$ cat src/rtl/regfile_write_port_ctrl_if.sv
// Bundles the ALU, MUL/DIV and register-file write signals of the write-port controller.
// The master side feeds results in; the slave side is the controller itself.
`timescale 1ns/1ps
interface regfile_write_port_ctrl_if #(
    parameter int unsigned XLEN       = 32,
    parameter int unsigned FIFO_DEPTH = 4
);
    localparam int unsigned CNT_W = $clog2(FIFO_DEPTH) + 1;

    logic              alu_valid;
    logic [4:0]        alu_rdi;
    logic [XLEN-1:0]   alu_data;
    logic              alu_stall;
    logic              md_valid;
    logic              md_ready;
    logic [4:0]        md_rdi;
    logic [XLEN-1:0]   md_data;
    logic [XLEN-1:0]   rd;
    logic [4:0]        rdi;
    logic              write_enable;
    logic [31:0]       busy_mask;
    logic [CNT_W-1:0]  fifo_count;

    modport master (
        output alu_valid, alu_rdi, alu_data, md_valid, md_rdi, md_data,
        input  alu_stall, md_ready, rd, rdi, write_enable, busy_mask, fifo_count
    );

    modport slave (
        input  alu_valid, alu_rdi, alu_data, md_valid, md_rdi, md_data,
        output alu_stall, md_ready, rd, rdi, write_enable, busy_mask, fifo_count
    );
endinterface

$ cat src/rtl/regfile_write_port_ctrl.sv
// Merges single-cycle ALU results and FIFO-buffered MUL/DIV results onto one
// registered register-file write port, with a starvation guard for the FIFO head.
`timescale 1ns/1ps
module regfile_write_port_ctrl #(
    parameter int unsigned XLEN         = 32,
    parameter int unsigned FIFO_DEPTH   = 4,
    parameter int unsigned STARVE_LIMIT = 4
) (
    input  logic                    clk,
    input  logic                    rst_n,
    regfile_write_port_ctrl_if.slave bus
);
    localparam int unsigned PTR_W = $clog2(FIFO_DEPTH);
    localparam int unsigned CNT_W = PTR_W + 1;
    localparam int unsigned STV_W = $clog2(STARVE_LIMIT + 1);

    localparam logic [0:0] S_NORMAL = 1'b0;
    localparam logic [0:0] S_DRAIN  = 1'b1;

    typedef struct packed {
        logic [4:0]      rdi;
        logic [XLEN-1:0] data;
    } entry_t;

    entry_t            mem [FIFO_DEPTH];
    logic [FIFO_DEPTH-1:0] vld_q, vld_n;
    logic [PTR_W-1:0]  rd_ptr, wr_ptr;
    logic [CNT_W-1:0]  count_q;
    logic [0:0]        state_q, state_n;
    logic [STV_W-1:0]  starve_q, starve_n;
    logic              stall_q;
    logic [XLEN-1:0]   rd_q;
    logic [4:0]        rdi_q;
    logic              we_q;
    logic [31:0]       busy_q, busy_n;
    logic [4:0]        slot_rdi;

    logic full, empty, ready, push, pop, sel_alu, alu_eff;

    assign full    = (count_q == CNT_W'(FIFO_DEPTH));
    assign empty   = (count_q == '0);
    assign ready   = rst_n & ~full;
    assign push    = bus.md_valid & ready & (bus.md_rdi != 5'd0);
    assign alu_eff = bus.alu_valid & (bus.alu_rdi != 5'd0);

    // Arbitration: ALU first unless the FIFO head has lost STARVE_LIMIT times in a row.
    always_comb begin
        state_n  = state_q;
        starve_n = starve_q;
        pop      = 1'b0;
        sel_alu  = 1'b0;
        case (state_q)
            S_NORMAL: begin
                if (alu_eff) begin
                    sel_alu = 1'b1;
                    if (empty) begin
                        starve_n = '0;
                    end else if (starve_q == STV_W'(STARVE_LIMIT - 1)) begin
                        state_n  = S_DRAIN;
                        starve_n = '0;
                    end else begin
                        starve_n = starve_q + STV_W'(1);
                    end
                end else begin
                    pop      = ~empty;
                    starve_n = '0;
                end
            end
            S_DRAIN: begin
                pop      = ~empty;
                starve_n = '0;
                state_n  = S_NORMAL;
            end
            default: begin
                state_n  = S_NORMAL;
                starve_n = '0;
            end
        endcase
    end

    // Pending-write mask from the post-edge FIFO contents.
    always_comb begin
        vld_n    = vld_q;
        busy_n   = '0;
        slot_rdi = '0;
        if (pop)  vld_n[rd_ptr] = 1'b0;
        if (push) vld_n[wr_ptr] = 1'b1;
        for (int i = 0; i < int'(FIFO_DEPTH); i++) begin
            slot_rdi = (push && (wr_ptr == PTR_W'(i))) ? bus.md_rdi : mem[i].rdi;
            if (vld_n[i]) busy_n[slot_rdi] = 1'b1;
        end
    end

    always_ff @(posedge clk) begin
        if (push) mem[wr_ptr] <= '{rdi: bus.md_rdi, data: bus.md_data};
    end

    always_ff @(posedge clk or negedge rst_n) begin
        if (!rst_n) begin
            state_q  <= S_NORMAL;
            starve_q <= '0;
            stall_q  <= 1'b0;
            vld_q    <= '0;
            rd_ptr   <= '0;
            wr_ptr   <= '0;
            count_q  <= '0;
            busy_q   <= '0;
            rd_q     <= '0;
            rdi_q    <= '0;
            we_q     <= 1'b0;
        end else begin
            state_q  <= state_n;
            starve_q <= starve_n;
            stall_q  <= (state_n == S_DRAIN);
            vld_q    <= vld_n;
            busy_q   <= busy_n;
            count_q  <= count_q + CNT_W'(push) - CNT_W'(pop);
            if (push) wr_ptr <= wr_ptr + PTR_W'(1);
            if (pop)  rd_ptr <= rd_ptr + PTR_W'(1);
            if (sel_alu) begin
                rd_q  <= bus.alu_data;
                rdi_q <= bus.alu_rdi;
                we_q  <= 1'b1;
            end else if (pop) begin
                rd_q  <= mem[rd_ptr].data;
                rdi_q <= mem[rd_ptr].rdi;
                we_q  <= 1'b1;
            end else begin
                we_q  <= 1'b0;
            end
        end
    end

    assign bus.md_ready     = ready;
    assign bus.alu_stall    = stall_q;
    assign bus.rd           = rd_q;
    assign bus.rdi          = rdi_q;
    assign bus.write_enable = we_q;
    assign bus.busy_mask    = busy_q;
    assign bus.fifo_count   = count_q;
endmodule

$ cat src/flat_wrapper.sv
// flat-port wrapper written by rule: the top's interface ports become plain ports
module regfile_write_port_ctrl_flat 
#(
    parameter int unsigned XLEN         = 32,
    parameter int unsigned FIFO_DEPTH   = 4,
    parameter int unsigned STARVE_LIMIT = 4
)
  (clk, rst_n, bus_alu_valid, bus_alu_rdi, bus_alu_data, bus_md_valid, bus_md_rdi, bus_md_data, bus_alu_stall, bus_md_ready, bus_rd, bus_rdi, bus_write_enable, bus_busy_mask, bus_fifo_count);
  regfile_write_port_ctrl_if #(.XLEN(XLEN), .FIFO_DEPTH(FIFO_DEPTH)) bus_i ();
  input  logic clk;
  input  logic rst_n;
  input wire logic [$bits(bus_i.alu_valid)-1:0] bus_alu_valid;
  input wire logic [$bits(bus_i.alu_rdi)-1:0] bus_alu_rdi;
  input wire logic [$bits(bus_i.alu_data)-1:0] bus_alu_data;
  input wire logic [$bits(bus_i.md_valid)-1:0] bus_md_valid;
  input wire logic [$bits(bus_i.md_rdi)-1:0] bus_md_rdi;
  input wire logic [$bits(bus_i.md_data)-1:0] bus_md_data;
  output wire logic [$bits(bus_i.alu_stall)-1:0] bus_alu_stall;
  output wire logic [$bits(bus_i.md_ready)-1:0] bus_md_ready;
  output wire logic [$bits(bus_i.rd)-1:0] bus_rd;
  output wire logic [$bits(bus_i.rdi)-1:0] bus_rdi;
  output wire logic [$bits(bus_i.write_enable)-1:0] bus_write_enable;
  output wire logic [$bits(bus_i.busy_mask)-1:0] bus_busy_mask;
  output wire logic [$bits(bus_i.fifo_count)-1:0] bus_fifo_count;
  assign bus_i.alu_valid = bus_alu_valid;
  assign bus_i.alu_rdi = bus_alu_rdi;
  assign bus_i.alu_data = bus_alu_data;
  assign bus_i.md_valid = bus_md_valid;
  assign bus_i.md_rdi = bus_md_rdi;
  assign bus_i.md_data = bus_md_data;
  assign bus_alu_stall = bus_i.alu_stall;
  assign bus_md_ready = bus_i.md_ready;
  assign bus_rd = bus_i.rd;
  assign bus_rdi = bus_i.rdi;
  assign bus_write_enable = bus_i.write_enable;
  assign bus_busy_mask = bus_i.busy_mask;
  assign bus_fifo_count = bus_i.fifo_count;
  regfile_write_port_ctrl #(.XLEN(XLEN), .FIFO_DEPTH(FIFO_DEPTH), .STARVE_LIMIT(STARVE_LIMIT)) u_core (.clk(clk), .rst_n(rst_n), .bus(bus_i));
endmodule
$ cat config.mk
export PLATFORM = sky130hd
export DESIGN_NAME = regfile_write_port_ctrl_flat
export DESIGN_NICKNAME = d
export VERILOG_FILES = /design/src/rtl/regfile_write_port_ctrl_if.sv /design/src/rtl/regfile_write_port_ctrl.sv /design/src/flat_wrapper.sv
export SDC_FILE = /design/constraint.sdc
export NUM_CORES = 1
export LEC_CHECK = 0
export ABC_CLOCK_PERIOD_IN_PS = 3950
export BUFFER_PORTS_ARGS = -buffer_cell sky130_fd_sc_hd__clkbuf_2
export CORE_UTILIZATION = 59
export CTS_BUF_LIST = sky130_fd_sc_hd__clkbuf_8
export DETAILED_ROUTE_END_ITERATION = 16
export PLACE_DENSITY = 0.79
export REMOVE_ABC_BUFFERS = 1
export SLEW_MARGIN = 5
export SYNTH_ARGS = -nofsm -noshare
export SYNTH_HDL_FRONTEND = slang
export SYNTH_SLANG_ARGS = --single-unit
$ cat constraint.sdc
create_clock -name clk -period 3.95 [get_ports clk]
set_input_delay 0.395 -clock clk [delete_from_list [all_inputs] [get_ports clk]]
set_output_delay 0.395 -clock clk [all_outputs]
set_load 0.05 [all_outputs]
==> Word level (Yosys, flattened, before mapping) <==
Memories as Yosys holds them, arrays and structs flattened.
Cells that the tools add are included.
Widths: inputs -> output; s select.
{ "op_classes": {"addsub": 5, "muxes": 42, "bitwise_logic": 13, "order_cmp": 12, "eq_ne": 5, "n_reduce_logical": 15} }
{ "ops": {"columns": ["op", "count"], "rows": [
  ["$mux 32", 6],
  ["$or 32x32->32", 3],
  ["$mux 5", 6],
  ["$lt 5x6->1 const B", 4],
  ["$demux 1 s5", 4],
  ["$ge 5x1->1 const B", 4],
  ["$mux 1", 16],
  ["$logic_and 1x1->1", 10],
  ["$reduce_bool 5->1", 2],
  ["$mux 3", 3],
  ["$mux 4", 2],
  ["$lt 2x3->1 const B", 2],
  ["$pmux 3 s2", 1],
  ["$add 2x1->2 const B", 2],
  ["$and 1x1->1", 4],
  ["$and 4x4->4", 1],
  ["$demux 1 s2", 2],
  ["$eq 2x2->1 const B", 2],
  ["$ge 2x1->1 const B", 2],
  ["$not 4->4", 1],
  ["$or 4x4->4", 1],
  ["$pmux 1 s2", 2],
  ["$add 3x1->3", 1],
  ["$add 3x1->3 const B", 1],
  ["other kinds (8)", 10]
]} }
{ "totals": {"mem_bits_rw": 148, "reg_bits": 85, "n_memories": 1, "wordCells": 103, "in_bits": 78, "out_inout_bits": 75} }
{ "mem_list": {"columns": ["name", "words", "width", "read_ports", "rd_ports_with_merged_regs", "wr", "line", "text"], "rows": [
  ["u_core.mem", 4, 37, 5, 0, 1, "regfile_write_port_ctrl.sv:25", "entry_t mem [FIFO_DEPTH];"]
]} }

==> Logic depth before layout (Yosys ltp) <==
Gate-level depths: netlist of run 1.
{ "depth": {"word_depth": 18, "mapped_depth": 10, "ltp_nobuf": 10} }

==> Worst setup path before layout of run 1 <==
No wires, ideal clock.
{ "synth_timing": {"path_type": "reg-to-reg", "from": "reg u_core.count_q[1], in the netlist u_core.bus.fifo_count[1]", "to": "reg u_core.busy_q[29], in the netlist u_core.bus.busy_mask[29]", "setup_ns": 0.126, "required_ns": 3.824, "arrival_time_ns": 3.592, "path_stages_with_launch": 6, "slack_ns": 0.232, "n_path_buf": 0, "period_less_slack_ns": 3.718, "cell_sequence": "dfrtp_1 > nor3b_4 > a211oi_2 > nor3_2 > a221oi_1 > nand2_1"} }
{ "synth_between": {"elab_chain_cells": 18, "word_cells_on_any_way": 47, "classes_between": "order compare (8); eq/ne (1); mux (20); bitwise (9); reduce/logical (9)"} }
{ "synth_rtl": {"columns": ["item", "line", "text"], "rows": [
  ["from (decl)", "regfile_write_port_ctrl.sv:28", "logic [CNT_W-1:0] count_q;"],
  ["from (signal assigned)", "regfile_write_port_ctrl.sv:117", "count_q <= count_q + CNT_W'(push) - CNT_W'(pop);"],
  ["$eq 3x3->1", "regfile_write_port_ctrl.sv:40", "assign full = (count_q == CNT_W'(FIFO_DEPTH));"],
  ["$not 1->1", "regfile_write_port_ctrl.sv:42", "assign ready = rst_n & ~full;"],
  ["$and 1x1->1", "regfile_write_port_ctrl.sv:42", null],
  ["$and 1x1->1 (2 in series)", "regfile_write_port_ctrl.sv:43", "assign push = bus.md_valid & ready & (bus.md_rdi != 5'd0);"],
  ["$logic_and 1x1->1", "regfile_write_port_ctrl.sv:89", "slot_rdi = (push && (wr_ptr == PTR_W'(i))) ? bus.md_rdi : mem[i].rdi;"],
  ["$mux 5", "regfile_write_port_ctrl.sv:89", null],
  ["$lt 5x6->1 (not written as such) or $ge 5x1->1 (tied branches)", "regfile_write_port_ctrl.sv:90", "if (vld_n[i]) busy_n[slot_rdi] = 1'b1;"],
  ["$logic_and 1x1->1 (not written as such)", "regfile_write_port_ctrl.sv:90", null],
  ["[2 not listed]", null, null],
  ["$mux 32", "regfile_write_port_ctrl.sv:90", null],
  ["$or 32x32->32 (no source line)", null, null],
  ["$mux 32", "regfile_write_port_ctrl.sv:90", null],
  ["$or 32x32->32 (no source line)", null, null],
  ["$mux 32", "regfile_write_port_ctrl.sv:90", null],
  ["$or 32x32->32 (no source line)", null, null],
  ["$mux 32 *", "regfile_write_port_ctrl.sv:90", null],
  ["net u_core.busy_n[29]", "regfile_write_port_ctrl.sv:35", "logic [31:0] busy_q, busy_n;"],
  ["to (signal assigned)", "regfile_write_port_ctrl.sv:116", "busy_q <= busy_n;"],
  ["to (decl)", "regfile_write_port_ctrl.sv:35", null]
]} }
Mark *: on every way through the listed nets, which the timed path passes. The rest lies on a longest branch.
A chain may end at the register's enable or synchronous reset.

==> Worst setup path in the final report of run 1 <==
{ "layout_timing": {"from": "reg u_core.count_q[1], in the netlist u_core.bus.fifo_count[1]", "to": "reg u_core.count_q[2], in the netlist u_core.bus.fifo_count[2]"} }
{ "layout_between": {"elab_chain_cells": 7, "word_cells_on_any_way": 11, "classes_between": "add/sub (2); eq/ne (1); mux (2); bitwise (5); reduce/logical (1)"} }
{ "layout_rtl": {"columns": ["item", "line"], "rows": [
  ["$eq 3x3->1", "regfile_write_port_ctrl.sv:40"],
  ["$not 1->1", "regfile_write_port_ctrl.sv:42"],
  ["$and 1x1->1", "regfile_write_port_ctrl.sv:42"],
  ["$and 1x1->1 (2 in series)", "regfile_write_port_ctrl.sv:43"],
  ["$add 3x1->3", "regfile_write_port_ctrl.sv:117"],
  ["$sub 3x1->3 *", "regfile_write_port_ctrl.sv:117"]
]} }
Every way passes the cells marked *; elsewhere a longest branch is shown, timed or not.

==> impl_metrics.json, run 1 <==
{
  "fp.dieArea_mm2": 0.0178,
  "r2r-end": "u_core.bus.fifo_count[2]$_DFF_PN0_",
  "drive_above_1_share": 0.311,
  "worst_slack_ns": 0.946,
  "dp_hpwl_mm": 17.9,
  "diodes": 0,
  "gp_congestion": 0.908,
  "synth_cells": 728,
  "power_density_mw_per_mm2": 699,
  "dr.pass1.iters": 7,
  "io_buffers": 152,
  "netlist_area_mm2": 0.0102,
  "worstHoldPathType": "in -> reg",
  "final_max_slew_viol_count": 0,
  "design_area_mm2": 0.0120,
  "yosysTopAreaCellShare": 0.436,
  "drc": 0,
  "dpl.cell_count": 1077,
  "critical-path-slowest-cell": "dfrtp_1",
  "maxSlewHeadroom": 0.240,
  "clockBufferDepth": 3,
  "yosysWarnings": 0,
  "yosysMostFrequentCell": "edfxtp_1",
  "clock-sinks": 233,
  "postRouteAntennaNets": 0,
  "grt_first_pass_wirelength_mm": 41.3,
  "yosysSeqAreaShare": 0.644,
  "grt_usage": 0.312,
  "die_h_um": 134,
  "ir_drop_v": 0.000488,
  "antenna_found_initial": 0,
  "clkLatencyLatePin_ns": 0.52,
  "htree_levels": 2,
  "vias": 7135,
  "grt_max_degree": 47,
  "clk_pin_slew_ns": 0.06,
  "drtIter0Drc": 747,
  "hold_slack_ns": 0.0894,
  "end_kind": "flop",
  "layoutNonFillerInstCount": 1147,
  "finalHoldViolations": 0,
  "postCtsSetupRepairBufs": 0,
  "syn2layout_area_growth_pct": 17.6,
  "coreArea_mm2": 0.0168,
  "worstHoldPathCells": 1,
  "synth_top_cells_by_count": "edfxtp_1, nand2_1, dfrtp_1",
  "cp.arrival_ns": 3.44,
  "finalWirelength_mm": 27.0,
  "tightest_slew_ns": 1.14,
  "wl_per_cell_um": 23.5,
  "rows": 47,
  "skew_ns": 0.0182,
  "cts_tree": "done",
  "worstHoldStart": "bus_md_data[29]",
  "dp_slack_ns": 0.968,
  "cp_max_fo": 39,
  "post-route-period-util": 0.761,
  "placed_area_mm2": 0.0112,
  "yosys.cell_types.count": 50,
  "holdPathEnd": "u_core.mem[0][29]$_DFFE_PP_",
  "nNetsFinal": 988,
  "cts_buffers": 38,
  "cp-start-kind": "flop",
  "setup_viol_count_final": 0,
  "fill_cells": 1069,
  "status": "completed",
  "rsz0062_at_grt": "no",
  "async_flop_share": 0.365,
  "r2r-start": "u_core.bus.fifo_count[1]$_DFF_PN0_",
  "cts-root-buf": "clkbuf_8",
  "yosys-top-cells-area": "edfxtp_1, dfrtp_1, mux4_2",
  "worst_path_largest_cell_delay_ns": 0.51,
  "worstPathRequired_ns": 4.39,
  "grt_pass1_vias": 7419,
  "crit_type": "reg -> reg",
  "pin_count": 153,
  "ys_ff_latch": 233,
  "synth_edf_count": 148,
  "die_x_um": 134,
  "synth.largest_area_cell": "edfxtp_1",
  "synthFlopType": "edfxtp_1",
  "cp_cell_sequence": "or3_1 -> buf_4 -> o21ai_2 -> nor2_1 -> ha_1 -> inv_1 -> ha_1 -> inv_1 -> fa_1 -> xnor2_1 -> xnor2_1",
  "grt_overflow": 0,
  "fmax_mhz": 333,
  "r2r_cells": 11,
  "initial_utilization": 0.609,
  "viasPerCell": 6.22,
  "power.leakage_nw": 4.82,
  "setup_tns_ns": 0,
  "reg2reg_slack_ns": 0.95,
  "cap_violations": 0,
  "fin_crit_ns": 3.00,
  "syn_area_per_cell_um2": 14.0
}
how the worst max path moves through the flow:
stage | slack [ns] | endpoint | from | cells past startpoint
detailed placement | 0.97 | u_core.bus.fifo_count[2]$_DFF_PN0_ | u_core.bus.fifo_count[1]$_DFF_PN0_ | 11
global placement | 1.09 | u_core.bus.fifo_count[2]$_DFF_PN0_ | u_core.bus.fifo_count[1]$_DFF_PN0_ | 11
global route | 0.78 | u_core.bus.fifo_count[2]$_DFF_PN0_ | u_core.bus.fifo_count[1]$_DFF_PN0_ | 11
CTS | 0.94 | u_core.bus.fifo_count[2]$_DFF_PN0_ | u_core.bus.fifo_count[1]$_DFF_PN0_ | 11
finish | 0.95 | u_core.bus.fifo_count[2]$_DFF_PN0_ | u_core.bus.fifo_count[1]$_DFF_PN0_ | 11
floorplan | 0.23 | u_core.bus.busy_mask[29]$_DFF_PN0_ | u_core.bus.fifo_count[1]$_DFF_PN0_ | 5
area by class of cell:
class                           count  area, um2  share of cell area
Sequential cell                   233       6570               0.548
Multi-Input combinational cell    450       3450               0.287
Timing Repair Buffer              162        841              0.0701
Clock buffer                       48        661              0.0551
Tap cell                          220        275              0.0229
Clock inverter                     21        150              0.0125
Inverter                           13       48.8             0.00407
metrics by stage:
step | util | total power, mW
2_1_floorplan | - | 5.41
3_3_place_gp | 0.667 | 6.14
3_5_place_dp | 0.667 | 6.24
4_1_cts | 0.716 | 8.42
5_1_grt | 0.716 | 8.72
6_report | 0.716 | 8.39
sequential cells by signal, summed over array words and instances, names as in the netlist, 3 cells and up:
register	count
u_core.bus.rd	32
u_core.bus.busy_mask	32
u_core.bus.rdi	5
u_core.vld_q	4
u_core.bus.fifo_count	3
u_core.starve_q	3
u_core.mem	148
cell usage in the layout (no fill, tap or decap), types with 29 or more instances in the layout:
cell,netlist,layout
a31oi_1,35,35
nand2_1,121,121
dfrtp_1,85,83
clkbuf_8,0,48
a22oi_1,60,60
clkbuf_2,0,151
edfxtp_1,148,148
nand3_1,29,29
mux4_2,37,37
nor2_1,57,57
timing repair:
action,4_1_cts,5_1_grt
hold buffers,1,0
endpoints found under the hold margin,34,0
gates resized for setup,0,0
setup endpoints to repair,0,0
power by group:
part / internal [mW] / switching [mW] / leakage, nW
clock network: 1.23 / 0.943 / 0.457
registers: 3.03 / 0.263 / 2.39
logic: 0.920 / 2.00 / 1.97
total: 5.18 / 3.21 / 4.82
per-layer routing:
metal	vias up	wire length [um]	GRT usage
met1	3589	10600	0.406
met4	0	670	0.124
met3	50	2070	0.0567
met5	-	0	0
met2	391	13600	0.524
li1	3105	-	-
cell families after synthesis:
group,synth area share
xor+xnor,0.00343
buf+inv,0.0193
compound gates,0.0801
fa+ha+maj,0.0155
simple gates,0.155
flops,0.644
mux,0.0826
worst max-delay path, delay by kind of cell, from the launching register on:
kind                       cells  cell delay (ns)
adders and majority gates      3             0.80
buffers and inverters          3             0.52
DFF                            1             0.51
and+or+nand+nor                2             0.48
xor gates and xnor gates       2             0.34
AOI/OAI and AO/OA              1             0.25
Note: power is estimated with default switching activity, not from simulation.
==> run 2: changes to the inputs <==
--- a/config.mk
+++ b/config.mk
@@ -5,7 +5,7 @@
 export SDC_FILE = /design/constraint.sdc
 export NUM_CORES = 1
 export LEC_CHECK = 0
-export ABC_CLOCK_PERIOD_IN_PS = 3950
+export ABC_CLOCK_PERIOD_IN_PS = 3020
 export BUFFER_PORTS_ARGS = -buffer_cell sky130_fd_sc_hd__clkbuf_2
 export CORE_UTILIZATION = 59
 export CTS_BUF_LIST = sky130_fd_sc_hd__clkbuf_8
==> constraint.sdc (replaced) <==
create_clock -name clk -period 3.02 [get_ports clk]
set_input_delay 0.302 -clock clk [delete_from_list [all_inputs] [get_ports clk]]
set_output_delay 0.302 -clock clk [all_outputs]
set_load 0.05 [all_outputs]
==> run 2 against run 1 <==
Utilization is 2.1 points higher. Clock skew is 0.0051 ns higher. Register-to-register slack worse by 0.56 ns. Critical path depth is 1 lower. Combinational power is 34% higher. Sequential power is 31% higher. Sequential share of layout area is 1.5 points lower. Global-route usage is 1.7 points higher. Maximum frequency is 14% higher.
==> impl_metrics.json, run 2 (same netlist as run 1, synthesis figures left out) <==
{
  "coreArea_mm2": 0.0168,
  "clockBufferDepth": 3,
  "cts_tree": "done",
  "finalHoldViolations": 0,
  "postRouteAntennaNets": 0,
  "drive_above_1_share": 0.307,
  "cp-start-kind": "flop",
  "dp_slack_ns": 0.412,
  "combPwrFrac": 0.358,
  "tightest_slew_ns": 0.889,
  "postLayoutCoreUtil": 0.737,
  "status": "completed",
  "nNetsFinal": 1030,
  "wl_per_cell_um": 23.8,
  "internal_power_mw": 6.68,
  "vias": 7409,
  "design_area_mm2": 0.0123,
  "cts_buffers": 37,
  "maxSlewHeadroom": 0.406,
  "grt_first_pass_wirelength_mm": 43.3,
  "fmax_mhz": 379,
  "finalWirelength_mm": 28.2,
  "placed_area_mm2": 0.0113,
  "die_h_um": 134,
  "viasPerCell": 6.25,
  "skew_ns": 0.0233,
  "final_max_slew_viol_count": 0,
  "gp_congestion": 0.968,
  "worst_slack_ns": 0.382,
  "clock-sinks": 233,
  "final_common_cell": "clkbuf_2",
  "registers.top_by_ff_count": "u_core.mem",
  "power.switching_mw": 4.25,
  "drtIter0Drc": 710,
  "syn2layout_area_growth_pct": 21.0,
  "worstPathBufferInverterCount": 2,
  "htree_levels": 2,
  "rsz0062_at_grt": "no",
  "grt_pass1_vias": 7486,
  "cp_cell_sequence": "or3_1 -> o21ai_2 -> nor2_1 -> ha_1 -> inv_1 -> ha_1 -> inv_1 -> fa_1 -> xnor2_1 -> xnor2_1",
  "cap_violations": 0,
  "worstPathRequired_ns": 3.47,
  "pwr-share-clk": 0.245,
  "power.leakage_nw": 4.99,
  "largest_reg_flops": 148,
  "grt_usage": 0.329,
  "setup_viol_count_final": 0,
  "dp_hpwl_mm": 18.1,
  "ir_drop_v": 0.000681,
  "antenna_found_initial": 0,
  "clkLatencyLatePin_ns": 0.53,
  "end_kind": "flop",
  "power_density_mw_per_mm2": 885,
  "rows": 47,
  "dr.pass1.iters": 7,
  "crit_type": "reg -> reg",
  "seq_power_share": 0.396,
  "swShare": 0.389,
  "io_buffers": 152,
  "die_x_um": 134,
  "post-route-period-util": 0.874,
  "cp_top_family": "adder cells",
  "grt_overflow": 0,
  "grt_max_degree": 59,
  "worst_path_largest_cell_delay_ns": 0.48,
  "postCtsSetupRepairBufs": 0,
  "layout_common_cells": "clkbuf_2, edfxtp_1, nand2_1",
  "cts-root-buf": "clkbuf_8",
  "cp_max_fo": 6,
  "critical-path-slowest-cell": "dfrtp_1",
  "cts.repair.resized": 0,
  "fill_cells": 1044,
  "cp.arrival_ns": 3.08,
  "drc": 0,
  "fin_crit_ns": 2.64,
  "clk_pin_slew_ns": 0.07,
  "fp.dieArea_mm2": 0.0178,
  "diodes": 0,
  "initial_utilization": 0.609,
  "pin_count": 153,
  "worstHoldPathType": "in -> reg"
}
## run 2: cell count changes in the layout (fill, tap and decap cells not counted), moves of 2 or more
cell	before	now
dlygate4sd3_1	1	33
clkinv_2	2	4
clkbuf_8	48	42
buf_4	10	20
clkinv_1	3	0
## run 2: power groups by stage
stage	logic [mW]	clock network (mW)	registers (mW)
floorplan	1.67	0	5.40
global placement	3.75	0	4.32
detailed placement	3.82	0	4.37
CTS	3.88	2.69	4.31
global route	4.13	2.86	4.38
finish	3.92	2.68	4.33
## run 2: what timing repair did
item,4_1_cts,5_1_grt
hold buffers,33,0
setup endpoints to repair,0,0
endpoints found under the hold margin,201,0
## run 2: path summary, 6_finish.rpt
kind                                               startpoint                                 end  slack (ns)  depth (start not counted)
min reg2reg                      u_core.starve_q[0]$_DFF_PN0_        u_core.starve_q[0]$_DFF_PN0_        0.47                          1
max reg2reg                u_core.bus.fifo_count[1]$_DFF_PN0_  u_core.bus.fifo_count[2]$_DFF_PN0_        0.38                         10
max                        u_core.bus.fifo_count[1]$_DFF_PN0_  u_core.bus.fifo_count[2]$_DFF_PN0_        0.38                         10
min                                            bus_md_data[2]          u_core.mem[2][2]$_DFFE_PN_        0.03                          1
min in group asynchronous                               rst_n   u_core.bus.write_enable$_DFF_PN0_        0.45                          3
max in group asynchronous                               rst_n        u_core.rd_ptr[0]$_DFFE_PN0N_        2.13                          3
## run 2: area by class of cell
type                       instances  area, um2  share of cell area
multi-input combinational        450       3450               0.279
sequential                       233       6570               0.532
inverter                          13       48.8             0.00395
clock buffer                      42        578              0.0468
clock inverter                    23        164              0.0133
timing repair buffer             205       1260               0.102
tap                              220        275              0.0223
## run 2: through the flow
| step | TNS [ns] | instances | hold WS [ns] | power, mW |
|---|---|---|---|---|
| 2_1_floorplan | -30.25 | 696 | 0.00641 | 7.07 |
| 3_3_place_gp | 0 | 1088 | 0.431 | 8.07 |
| 3_5_place_dp | 0 | 1088 | 0.449 | 8.18 |
| 4_1_cts | 0 | 1186 | 0.000404 | 10.9 |
| 5_1_grt | 0 | 1186 | 0.000651 | 11.4 |
| 6_report | 0 | 1186 | 0.0315 | 10.9 |
## run 2: routing by layer
metal / wire length, um / track usage
met1: 10700 / 0.437
met2: 14200 / 0.535
met3: 2320 / 0.0670
met4: 1020 / 0.137
met5: 0 / 0
